### src/rtl/frame_sched_rr.sv
// rtl/frame_sched_rr.sv - round-robin frame scheduler feeding a free-running serial frame checker
module frame_sched_rr #(
    parameter int N_REQ     = 4,
    parameter int FRAME_LEN = 5,
    parameter int STAT_W    = 16,
    localparam int ID_W     = (N_REQ > 1) ? $clog2(N_REQ) : 1,
    localparam int SLOT_W   = (FRAME_LEN > 1) ? $clog2(FRAME_LEN) : 1
) (
    input  logic                       clk,
    input  logic                       rst,
    input  logic [N_REQ-1:0]           req_valid_i,
    input  logic [N_REQ*FRAME_LEN-1:0] req_data_i,
    output logic [N_REQ-1:0]           req_ready_o,
    output logic                       ser_out_o,
    output logic                       ser_first_o,
    output logic                       ser_last_o,
    input  logic                       chk_valid_i,
    output logic                       resp_valid_o,
    output logic [ID_W-1:0]            resp_id_o,
    output logic                       resp_ok_o,
    output logic [STAT_W-1:0]          stat_frames_o,
    output logic [STAT_W-1:0]          stat_ok_o
);

    localparam logic [SLOT_W-1:0] LAST_SLOT = SLOT_W'(FRAME_LEN - 1);
    localparam logic [ID_W-1:0]   PTR_RST   = ID_W'(N_REQ - 1);

    // Registered state
    logic [SLOT_W-1:0]    slot_q,        slot_d;
    logic [FRAME_LEN-1:0] shift_q,       shift_d;
    logic                 active_q,      active_d;
    logic [ID_W-1:0]      owner_q,       owner_d;
    logic [ID_W-1:0]      ptr_q,         ptr_d;
    logic                 resp_valid_q,  resp_valid_d;
    logic [ID_W-1:0]      resp_id_q,     resp_id_d;
    logic                 resp_ok_q,     resp_ok_d;
    logic [STAT_W-1:0]    stat_frames_q, stat_frames_d;
    logic [STAT_W-1:0]    stat_ok_q,     stat_ok_d;

    // Arbitration results
    logic                 grant_found;
    logic [ID_W-1:0]      grant_idx;
    logic [ID_W-1:0]      cand;
    int                   idx;
    logic                 ser_last;

    // Slot flags come straight from the registered slot so they line up with the checker counter
    assign ser_last      = (slot_q == LAST_SLOT);
    assign ser_first_o   = (slot_q == '0);
    assign ser_last_o    = ser_last;
    assign ser_out_o     = shift_q[0];
    assign resp_valid_o  = resp_valid_q;
    assign resp_id_o     = resp_id_q;
    assign resp_ok_o     = resp_ok_q;
    assign stat_frames_o = stat_frames_q;
    assign stat_ok_o     = stat_ok_q;

    // Round-robin search starting one past the last winner; grant is only visible in the last slot
    always_comb begin
        grant_found = 1'b0;
        grant_idx   = '0;
        cand        = '0;
        idx         = 0;
        req_ready_o = '0;
        for (int k = 1; k <= N_REQ; k++) begin
            idx = int'(ptr_q) + k;
            if (idx >= N_REQ) begin
                idx = idx - N_REQ;
            end
            cand = ID_W'(idx);
            if (!grant_found && req_valid_i[cand]) begin
                grant_found = 1'b1;
                grant_idx   = cand;
            end
        end
        if (ser_last && grant_found) begin
            req_ready_o[grant_idx] = 1'b1;
        end
    end

    // Next-state: slot cadence, shifter load/shift, verdict capture and saturating statistics
    always_comb begin
        slot_d        = (slot_q == LAST_SLOT) ? '0 : slot_q + 1'b1;
        shift_d       = shift_q >> 1;
        active_d      = active_q;
        owner_d       = owner_q;
        ptr_d         = ptr_q;
        resp_valid_d  = 1'b0;
        resp_id_d     = resp_id_q;
        resp_ok_d     = resp_ok_q;
        stat_frames_d = stat_frames_q;
        stat_ok_d     = stat_ok_q;

        if (ser_last) begin
            // Verdict for the frame finishing now; idle frames report nothing
            if (active_q) begin
                resp_valid_d = 1'b1;
                resp_id_d    = owner_q;
                resp_ok_d    = chk_valid_i;
                if (stat_frames_q != '1) begin
                    stat_frames_d = stat_frames_q + 1'b1;
                end
                if (chk_valid_i && (stat_ok_q != '1)) begin
                    stat_ok_d = stat_ok_q + 1'b1;
                end
            end
            // Next frame loads in the same edge, so there is no bubble between frames
            if (grant_found) begin
                shift_d  = req_data_i[grant_idx*FRAME_LEN +: FRAME_LEN];
                owner_d  = grant_idx;
                ptr_d    = grant_idx;
                active_d = 1'b1;
            end else begin
                shift_d  = '0;
                active_d = 1'b0;
            end
        end
    end

    // State register with asynchronous reset shared with the checker's bit counter
    always_ff @(posedge clk or posedge rst) begin
        if (rst) begin
            slot_q        <= '0;
            shift_q       <= '0;
            active_q      <= 1'b0;
            owner_q       <= '0;
            ptr_q         <= PTR_RST;
            resp_valid_q  <= 1'b0;
            resp_id_q     <= '0;
            resp_ok_q     <= 1'b0;
            stat_frames_q <= '0;
            stat_ok_q     <= '0;
        end else begin
            slot_q        <= slot_d;
            shift_q       <= shift_d;
            active_q      <= active_d;
            owner_q       <= owner_d;
            ptr_q         <= ptr_d;
            resp_valid_q  <= resp_valid_d;
            resp_id_q     <= resp_id_d;
            resp_ok_q     <= resp_ok_d;
            stat_frames_q <= stat_frames_d;
            stat_ok_q     <= stat_ok_d;
        end
    end

endmodule

### config.mk
export PLATFORM = sky130hd
export DESIGN_NAME = frame_sched_rr
export DESIGN_NICKNAME = d
export VERILOG_FILES = /design/src/rtl/frame_sched_rr.sv
export SDC_FILE = /design/constraint.sdc
export NUM_CORES = 1
export LEC_CHECK = 0
export ABC_CLOCK_PERIOD_IN_PS = 1900
export BUFFER_PORTS_ARGS = -buffer_cell sky130_fd_sc_hd__buf_2
export CORE_AREA = 2 2 54 107
export DETAILED_ROUTE_END_ITERATION = 10
export DIE_AREA = 0 0 56 109
export PLACE_DENSITY = 0.83
export SYNTH_ARGS = -nofsm -noshare
export SYNTH_HDL_FRONTEND = slang
export SYNTH_SLANG_ARGS = --single-unit
### constraint.sdc
create_clock -name clk -period 1.9 [get_ports clk]
set_input_delay 0.475 -clock clk [delete_from_list [all_inputs] [get_ports clk]]
set_output_delay 0.475 -clock clk [all_outputs]
set_load 0.02 [all_outputs]
Word level (Yosys, flattened, before mapping)
Index checks and enable logic that the tools add are counted.
- equal/unequal tests: 3
- add/subtract/negate cells: 11
- multipliers: 1
- $lt $le $gt $ge: 10
- shift-type cells: 1
- reduce and logical (&&, ||, !) cells: 14
- multiplexer cells: 29
- operators by type and width (kind ; number):
    $add A16 B1 Y16 const B ; 2
    $ne A16 B16 Y1 const B ; 2
    $shiftx A20 B6 Y5 ; 1
    $mux W2 ; 8
    $lt A2 B3 Y1 const B ; 5
    $mux W1 ; 12
    $mux W5 ; 2
    $ge A3 B3 Y1 const B ; 3
    $bmux W1 S2 ; 4
    $sub A2 B1 Y2 const B ; 4
    $add A2 B2 Y3 const B ; 2
    $logic_and A1 B1 Y1 ; 6
    $reduce_and A3 Y1 ; 2
    $mul A2 B3 Y5 const B ; 1
    $add A2 B3 Y4 const B ; 1
    $ge A4 B3 Y1 const B ; 1
    $mux W4 ; 1
    $reduce_and A2 Y1 ; 2
    $add A2 B1 Y3 const B ; 1
    $add A3 B1 Y3 const B ; 1
    $eq A3 B3 Y1 const B ; 1
    $logic_not A1 Y1 ; 3
    $logic_not A3 Y1 ; 1
    $mux W3 ; 1
    other kinds (2) ; 2
- output and inout port bits: 43
- bits of input ports: 27
- register bits: 49
- word-level logic and storage cells: 79

Depth between registers and ports, before layout
Gate-level depths: netlist of run 1.
- depth in word-level cells: 20
- gate-level depth with buffers: 7
- depth with buffers taken out: 7

Worst setup path before layout of run 1
No wires, ideal clock.
- path type: reg-to-output
- from: register ptr_q[1]
- to: output req_ready_o[1]
- data required time: 1425 ps
- path buffers: 2
- stages on the path, launching flop included: 7
- setup slack: -321 ps
- data arrival time: 1746 ps
- path through: dfstp_2 -> clkbuf_1 -> mux2i_1 -> o22ai_1 -> a21oi_1 -> buf_2 -> nor3_1
- word-level cells in the longest chain between the ends: 20
- elaborated cells between the ends (all ways): 45
- classes of those cells: 8 x add/sub; 6 x order compare; 23 x mux; 8 x reduce/logical
- ends and longest elaborated chain (element ; line ; RTL):
    from (decl) ; 33 ; logic [ID_W-1:0] ptr_q, ptr_d;
    from (signal assigned) ; 138 ; ptr_q <= ptr_d;
    $add A2 B1 Y3 ; 66 ; idx = int'(ptr_q) + k;
    $ge A3 B3 Y1 / $sub A2 B1 Y2 (equally long branches) ; 67, 68 ;
    $mux W2 ; 67 ; if (idx >= N_REQ) begin
    $bmux W1 S2 ; 71 ; if (!grant_found && req_valid_i[cand]) begin
    $mux W1 (implied by the code) ; 71 ;
    $mux W1 ; 71 ;
    $logic_not A1 Y1 ; 71 ;
    $logic_and A1 B1 Y1 ; 71 ;
    [... 4 more ...] ; n/a ;
    $logic_not A1 Y1 ; 71 ;
    $logic_and A1 B1 Y1 ; 71 ;
    $mux W2 ; 71 ;
    $lt A2 B3 Y1 (implied by the code) / $ge A2 B1 Y1 (equally long branches) ; 77 ; req_ready_o[grant_idx] = 1'b1;
    $logic_and A1 B1 Y1 (implied by the code) ; 77 ;
    $mux W1 (implied by the code) ; 77 ;
    $demux W1 S2 ; 77 ;
    $mux W4 * ; 76 ; if (ser_last && grant_found) begin
    to (decl) ; 13 ; output logic [N_REQ-1:0] req_ready_o,
Mark *: on every way between the ends. The rest lies on a longest branch, timed or not. The select of a mux whose other input is x is not followed.

Worst setup path in the final report of run 1
- from: register ptr_q[1]
- to: output req_ready_o[0]
Same word-level chain as after synthesis.

==> results of run 1 <==
[through the flow]
stage               instance area, µm²  std cells   util  TNS (ps)
floorplan                         2520        241      -     -27.1
finish                            3610        420  0.678     -1680
CTS                               3350        408  0.630     -1470
detailed placement                3110        392  0.584      -852
global placement                  3110        392  0.584      -186
global route                      3610        420  0.678     -3540
[layout make-up]
cell class	instances	area [µm²]
Tap cell	60	75.1
Timing Repair Buffer	117	793
Fill cell	417	1720
Clock buffer	8	90.1
Inverter	11	43.8
Multi-Input combinational cell	175	1380
Sequential cell	49	1230
[worst max path at each step]
stage,endpoint,from,cells past startpoint
2_1_floorplan,req_ready_o[3],ptr_q[1]$_DFFE_PP1P_,6
3_3_place_gp,req_ready_o[0],req_valid_i[3],7
3_5_place_dp,shift_q[1]$_DFF_PP0_,ptr_q[1]$_DFFE_PP1P_,6
4_1_cts,req_ready_o[0],ptr_q[1]$_DFFE_PP1P_,6
5_1_grt,req_ready_o[0],ptr_q[1]$_DFFE_PP1P_,6
6_report,req_ready_o[0],ptr_q[1]$_DFFE_PP1P_,6
[cells in the mapped netlist (4+ instances only)]
| master | instances |
|---|---|
| nand2_1 | 36 |
| xor2_1 | 8 |
| nand4_1 | 9 |
| a21oi_1 | 6 |
| ha_1 | 4 |
| o21a_1 | 4 |
| mux2_2 | 6 |
| mux2i_1 | 11 |
| clkbuf_1 | 4 |
| and3_1 | 5 |
| dfrtp_1 | 47 |
| xnor2_1 | 14 |
| o21ai_0 | 7 |
| nor3_1 | 5 |
| nor2_1 | 14 |
| nand3_1 | 15 |
| inv_1 | 11 |
| and4_1 | 5 |
| o221ai_1 | 4 |
[timing repair]
item | CTS | global route
buffers inserted | 9 | 13
gates resized for setup | 22 | 40
endpoints found under the setup margin | 13 | 19
pin swaps | 7 | 17
cloned | 0 | 1
[flip-flops by register name, summed over array words and instances, names as in the netlist, 2 cells and up]
signal / count
shift_q: 5
owner_q: 2
slot_q: 3
ptr_q: 2
stat_ok_o: 16
stat_frames_o: 16
resp_id_o: 2
[routing by layer]
metal / routed length (µm) / global-route usage / vias to the layer above
li1: - / - / 1084
met4: 114 / 0.0748 / 0
met1: 2570 / 0.251 / 1123
met3: 265 / 0.0320 / 12
met5: 0 / 0 / -
met2: 3430 / 0.353 / 76
[logic make-up after synthesis]
logic type | synth area share
AND/OR/NAND/NOR | 0.216
flip-flops | 0.503
AO/OA/AOI/OAI | 0.0819
XOR/XNOR | 0.0788
buffers and inverters | 0.0271
multiplexers | 0.0727
adder cells (fa/ha/maj) | 0.0205
[power by group through the flow]
| stage | logic, W | registers [W] | clock network [W] |
|---|---|---|---|
| 5_1_grt | 0.00151 | 0.00141 | 0.000673 |
| 3_5_place_dp | 0.00110 | 0.00140 | 0 |
| 3_3_place_gp | 0.00105 | 0.00139 | 0 |
| 4_1_cts | 0.00123 | 0.00137 | 0.000642 |
| 2_1_floorplan | 0.000600 | 0.00149 | 0 |
| 6_report | 0.00141 | 0.00138 | 0.000636 |
==> impl_metrics.tcl, run 1 <==
set metrics [dict create \
    reg2reg_slack_ps -120 \
    drive_above_1_share 0.489 \
    rsz0062_at_grt "yes" \
    cts_root_buf "clkbuf_8" \
    slew-limit-headroom 0.669 \
    status "complete, but fails checks" \
    syn_to_final_growth_pct 47.6 \
    fin_crit_ps 2230 \
    ctsHoldBuffers 0 \
    gp_congestion 0.789 \
    cp.required_ps 1420 \
    switching_share 0.364 \
    routed_via_density 5.46 \
    die_x_um 56 \
    worst-path-buf-inv 1 \
    final_hold_viol_count 0 \
    cts_max_level 2 \
    core_um2 5330 \
    grt_pass1_vias 2300 \
    r2r-end "stat_ok_o[15]$_DFFE_PP0P_" \
    synth_seq_area_share 0.503 \
    fin_crit_sh 1.18 \
    pre_cts_slack_ps -150 \
    io_buffers 69 \
    die-height_um 109 \
    grt_util_all_layers 0.203 \
    vdd_drop_max_v 0.000768 \
    antenna_cells 0 \
    synth_edf_count 0 \
    clk_pin_slew_worst_paths_ps 90 \
    final_common_cell "buf_2" \
    fin_nets 390 \
    yosysTopAreaCell "dfrtp_1" \
    ys_types 39 \
    power_density_nw_per_um2 949 \
    initial_utilization 0.459 \
    dp_hpwl_um 4370 \
    post_drt_wl_per_cell_um 15.2 \
    drt-initial-drc-count 86 \
    synth_fp_nets 272 \
    clkPwrFrac 0.186 \
    grt_max_degree 25 \
    yosysTopAreaCellShare 0.481 \
    final_cell_mix "buf_2, dfrtp_1, buf_4" \
    async_reset_ff_frac 1.00 \
    endpoint_kind "output port" \
    grt_pass1_wl_um 10000 \
    remaining_drc_errors 0 \
    clockBufferDepth 2 \
    routed_wl_um 6380 \
    p_switching_w 0.00125 \
    hold-worst-slack_ps 191 \
    setup_viol 14 \
    die-area_um2 6100 \
    placementRows 38 \
    leakagePower_nw 1.82 \
    critPathSlowestCell "dfstp_2" \
    max_stage_delay_ps 580 \
    ys_ff_latch 49 \
    fin_skew_ps 1.89 \
    ios 70 \
    cp.arrival_ps 1760 \
    startpoint_type "flop" \
    synth_top_flop_cell "dfrtp_1" \
    share_comb_of_total_power 0.411 \
    cap_viol_max_count 0 \
    violations "negative setup slack" \
    rr_startpoint "slot_q[0]$_DFF_PP0_" \
    netlist_instances 241 \
    p_int_w 0.00218 \
    crit_chain "mux2i_1 -> o22ai_2 -> a21oi_2 -> nand2_2 -> nor2_4 -> buf_6" \
    setup_slack_ps -334 \
    clock-sinks 49 \
    dr.pass1.iters 4 \
    yosysWarnings 0 \
    synth_area_leaders "dfrtp_1, nand2_1, xnor2_1, mux2i_1, nand3_1" \
    r2r_cells 9 \
    avgSynthCellArea_um2 10.1 \
    power_frac_seq 0.403 \
    cts_made_buffers 5 \
    crit_fanout 4 \
    max_freq_mhz 448 \
    cts_tree "done" \
    antenna_found_initial 0 \
    ant_nets 0 \
    grt_overflow 0 \
    crit_family "flip-flops" \
    critPathKind "reg2out" \
    slew_viol_final 0 \
    hold_class "in2async" \
    synth_area_um2 2440 \
    worstMarginPinSlew_ps 496 \
    vias 2295 \
    finalPower_w 0.00342 \
    insertion_delay_ps 300 \
]
No activity file was read; power rests on OpenSTA's default activity.
==> run 2: changes to the inputs <==
--- a/config.mk
+++ b/config.mk
@@ -10,6 +10,7 @@
 export CORE_AREA = 2 2 54 107
 export DETAILED_ROUTE_END_ITERATION = 10
 export DIE_AREA = 0 0 56 109
+export GPL_TIMING_DRIVEN = 0
 export PLACE_DENSITY = 0.83
 export SYNTH_ARGS = -nofsm -noshare
 export SYNTH_HDL_FRONTEND = slang
==> run 2 against run 1 <==
  * The flow still finishes with violations (negative setup slack)
  * Non-clock buffer count down 18
  * Clock power up 20%
  * Hold slack worse by 43 ps
  * Largest cell class unchanged
  * Largest power group is now sequential cells
==> impl_metrics.tcl, run 2 (synthesis results as in run 1) <==
set metrics [dict create \
    status "complete, but fails checks" \
    violations "negative setup slack" \
    grt_max_degree 34 \
    crit_fanout 4 \
    cp.required_ps 1420 \
    post_drt_wl_per_cell_um 14.5 \
    cts_made_buffers 5 \
    clk_pin_slew_worst_paths_ps 90 \
    die-height_um 109 \
    rsz0062_at_grt "yes" \
    wl_met3_um 308 \
    leakagePower_nw 1.77 \
    ios 70 \
    critPathKind "reg2out" \
    slew_viol_final 0 \
    cap_viol_max_count 0 \
    setup_viol 12 \
    grt_pass1_wl_um 9430 \
    drt-initial-drc-count 75 \
    final_hold_viol_count 0 \
    reg2reg_slack_ps -170 \
    remaining_drc_errors 0 \
    routed.top_layer "met4" \
    ant_nets 0 \
    max_freq_mhz 431 \
    hold-worst-slack_ps 148 \
    tns_ps -2100 \
    fin_area_um2 3510 \
    dp_hpwl_um 3870 \
    gp_congestion 0.795 \
    placementRows 38 \
    fin_nets 372 \
    cts_root_buf "clkbuf_8" \
    antenna_cells 0 \
    routed_via_density 5.42 \
    core_um2 5330 \
    vias 2180 \
    dr.pass1.iters 4 \
    endpoint_kind "output port" \
    slew-limit-headroom 0.523 \
    antenna_found_initial 0 \
    drive_above_1_share 0.456 \
    die_x_um 56 \
    grt_overflow 0 \
    clock-sinks 49 \
    cts_tree "done" \
    worstMarginPinSlew_ps 709 \
    io_buffers 69 \
    die-area_um2 6100 \
    detailed_place.area_um2 2960 \
    clockBufferDepth 2 \
    initial_utilization 0.459 \
    dp_cells 371 \
    final_common_cell "buf_2" \
    fin_cells 402 \
    fin_crit_sh 1.22 \
    startpoint_type "flop" \
    wl_met1_um 2430 \
    power_density_nw_per_um2 983 \
    syn_to_final_growth_pct 43.8 \
    grt_pass1_vias 2135 \
    routed-wl-met2_um 3030 \
    fin_skew_ps 7.71 \
    ctsHoldBuffers 0 \
    final_cell_mix "buf_2, dfrtp_1, nand2_1" \
    setup_slack_ps -422 \
    routed_wl_um 5840 \
    cp.arrival_ps 1850 \
    hold_class "in2async" \
    vdd_drop_max_v 0.00113 \
    cts_max_level 2 \
    insertion_delay_ps 300 \
    fin_crit_ps 2320 \
    finalPower_w 0.00345 \
    grt_util_all_layers 0.191 \
]
-- run 2: cell types whose count changed in the layout (fill, tap and decap cells not counted), moves of 2 or more --
cell / change
mux2i_2: -2
inv_1: -2
mux2i_1: +2
inv_2: +2
buf_12: +2
nor3_2: -2
buf_4: -21
-- run 2: power breakdown --
part	switching (W)	internal [W]	total (W)
sequential	0.000150	0.00121	0.00136
clock	0.000335	0.000429	0.000765
combinational	0.000732	0.000601	0.00133
-- run 2: routing by layer --
layer | GRT usage | vias to the layer above
li1 | - | 1053
met1 | 0.238 | 1052
met5 | 0 | -
met2 | 0.333 | 67
met3 | 0.0332 | 8
met4 | 0.0629 | 0
-- run 2: per-stage QoR --
stage,utilization,worst slack [ps]
3_3_place_gp,0.551,-366
6_report,0.660,-422
2_1_floorplan,-,-25.6
3_5_place_dp,0.555,-370
4_1_cts,0.617,-341
5_1_grt,0.660,-474
-- run 2: final cells by class --
class                           count  area, µm²
Tap cell                           60       75.1
Buffer                              4       35.0
Fill cell                         451       1810
Clock inverter                      1       30.0
Inverter                           11       43.8
Multi-Input combinational cell    175       1380
Clock buffer                        7       86.3
Timing Repair Buffer               95        634
Sequential cell                    49       1230
-- run 2: worst max-delay path, cell delays in order, from the launching register on --
cell and delay, ps:
dfstp_2 600, mux2i_1 240, o22ai_2 120, a21oi_2 190
nand2_2 140, nor2_4 140, buf_6 120
-- run 2: final timing paths --
path,startpoint,end,depth (start not counted)
worst max-delay path,ptr_q[1]$_DFFE_PP1P_,req_ready_o[2],6
worst min-delay path,rst,stat_ok_o[11]$_DFFE_PP0P_,2
min in group clk,shift_q[2]$_DFF_PP0_,shift_q[1]$_DFF_PP0_,2
worst min register to register,shift_q[2]$_DFF_PP0_,shift_q[1]$_DFF_PP0_,2
max in group asynchronous,rst,ptr_q[1]$_DFFE_PP1P_,3
worst max register to register,slot_q[0]$_DFF_PP0_,stat_ok_o[15]$_DFFE_PP0P_,9
-- run 2: what timing repair did --
| item | 4_1_cts | 5_1_grt |
|---|---|---|
| endpoints found under the hold margin | 0 | 0 |
| setup buffers | 14 | 11 |
| pin swaps | 6 | 17 |
| setup endpoints to repair | 16 | 26 |
| resized for setup | 30 | 35 |
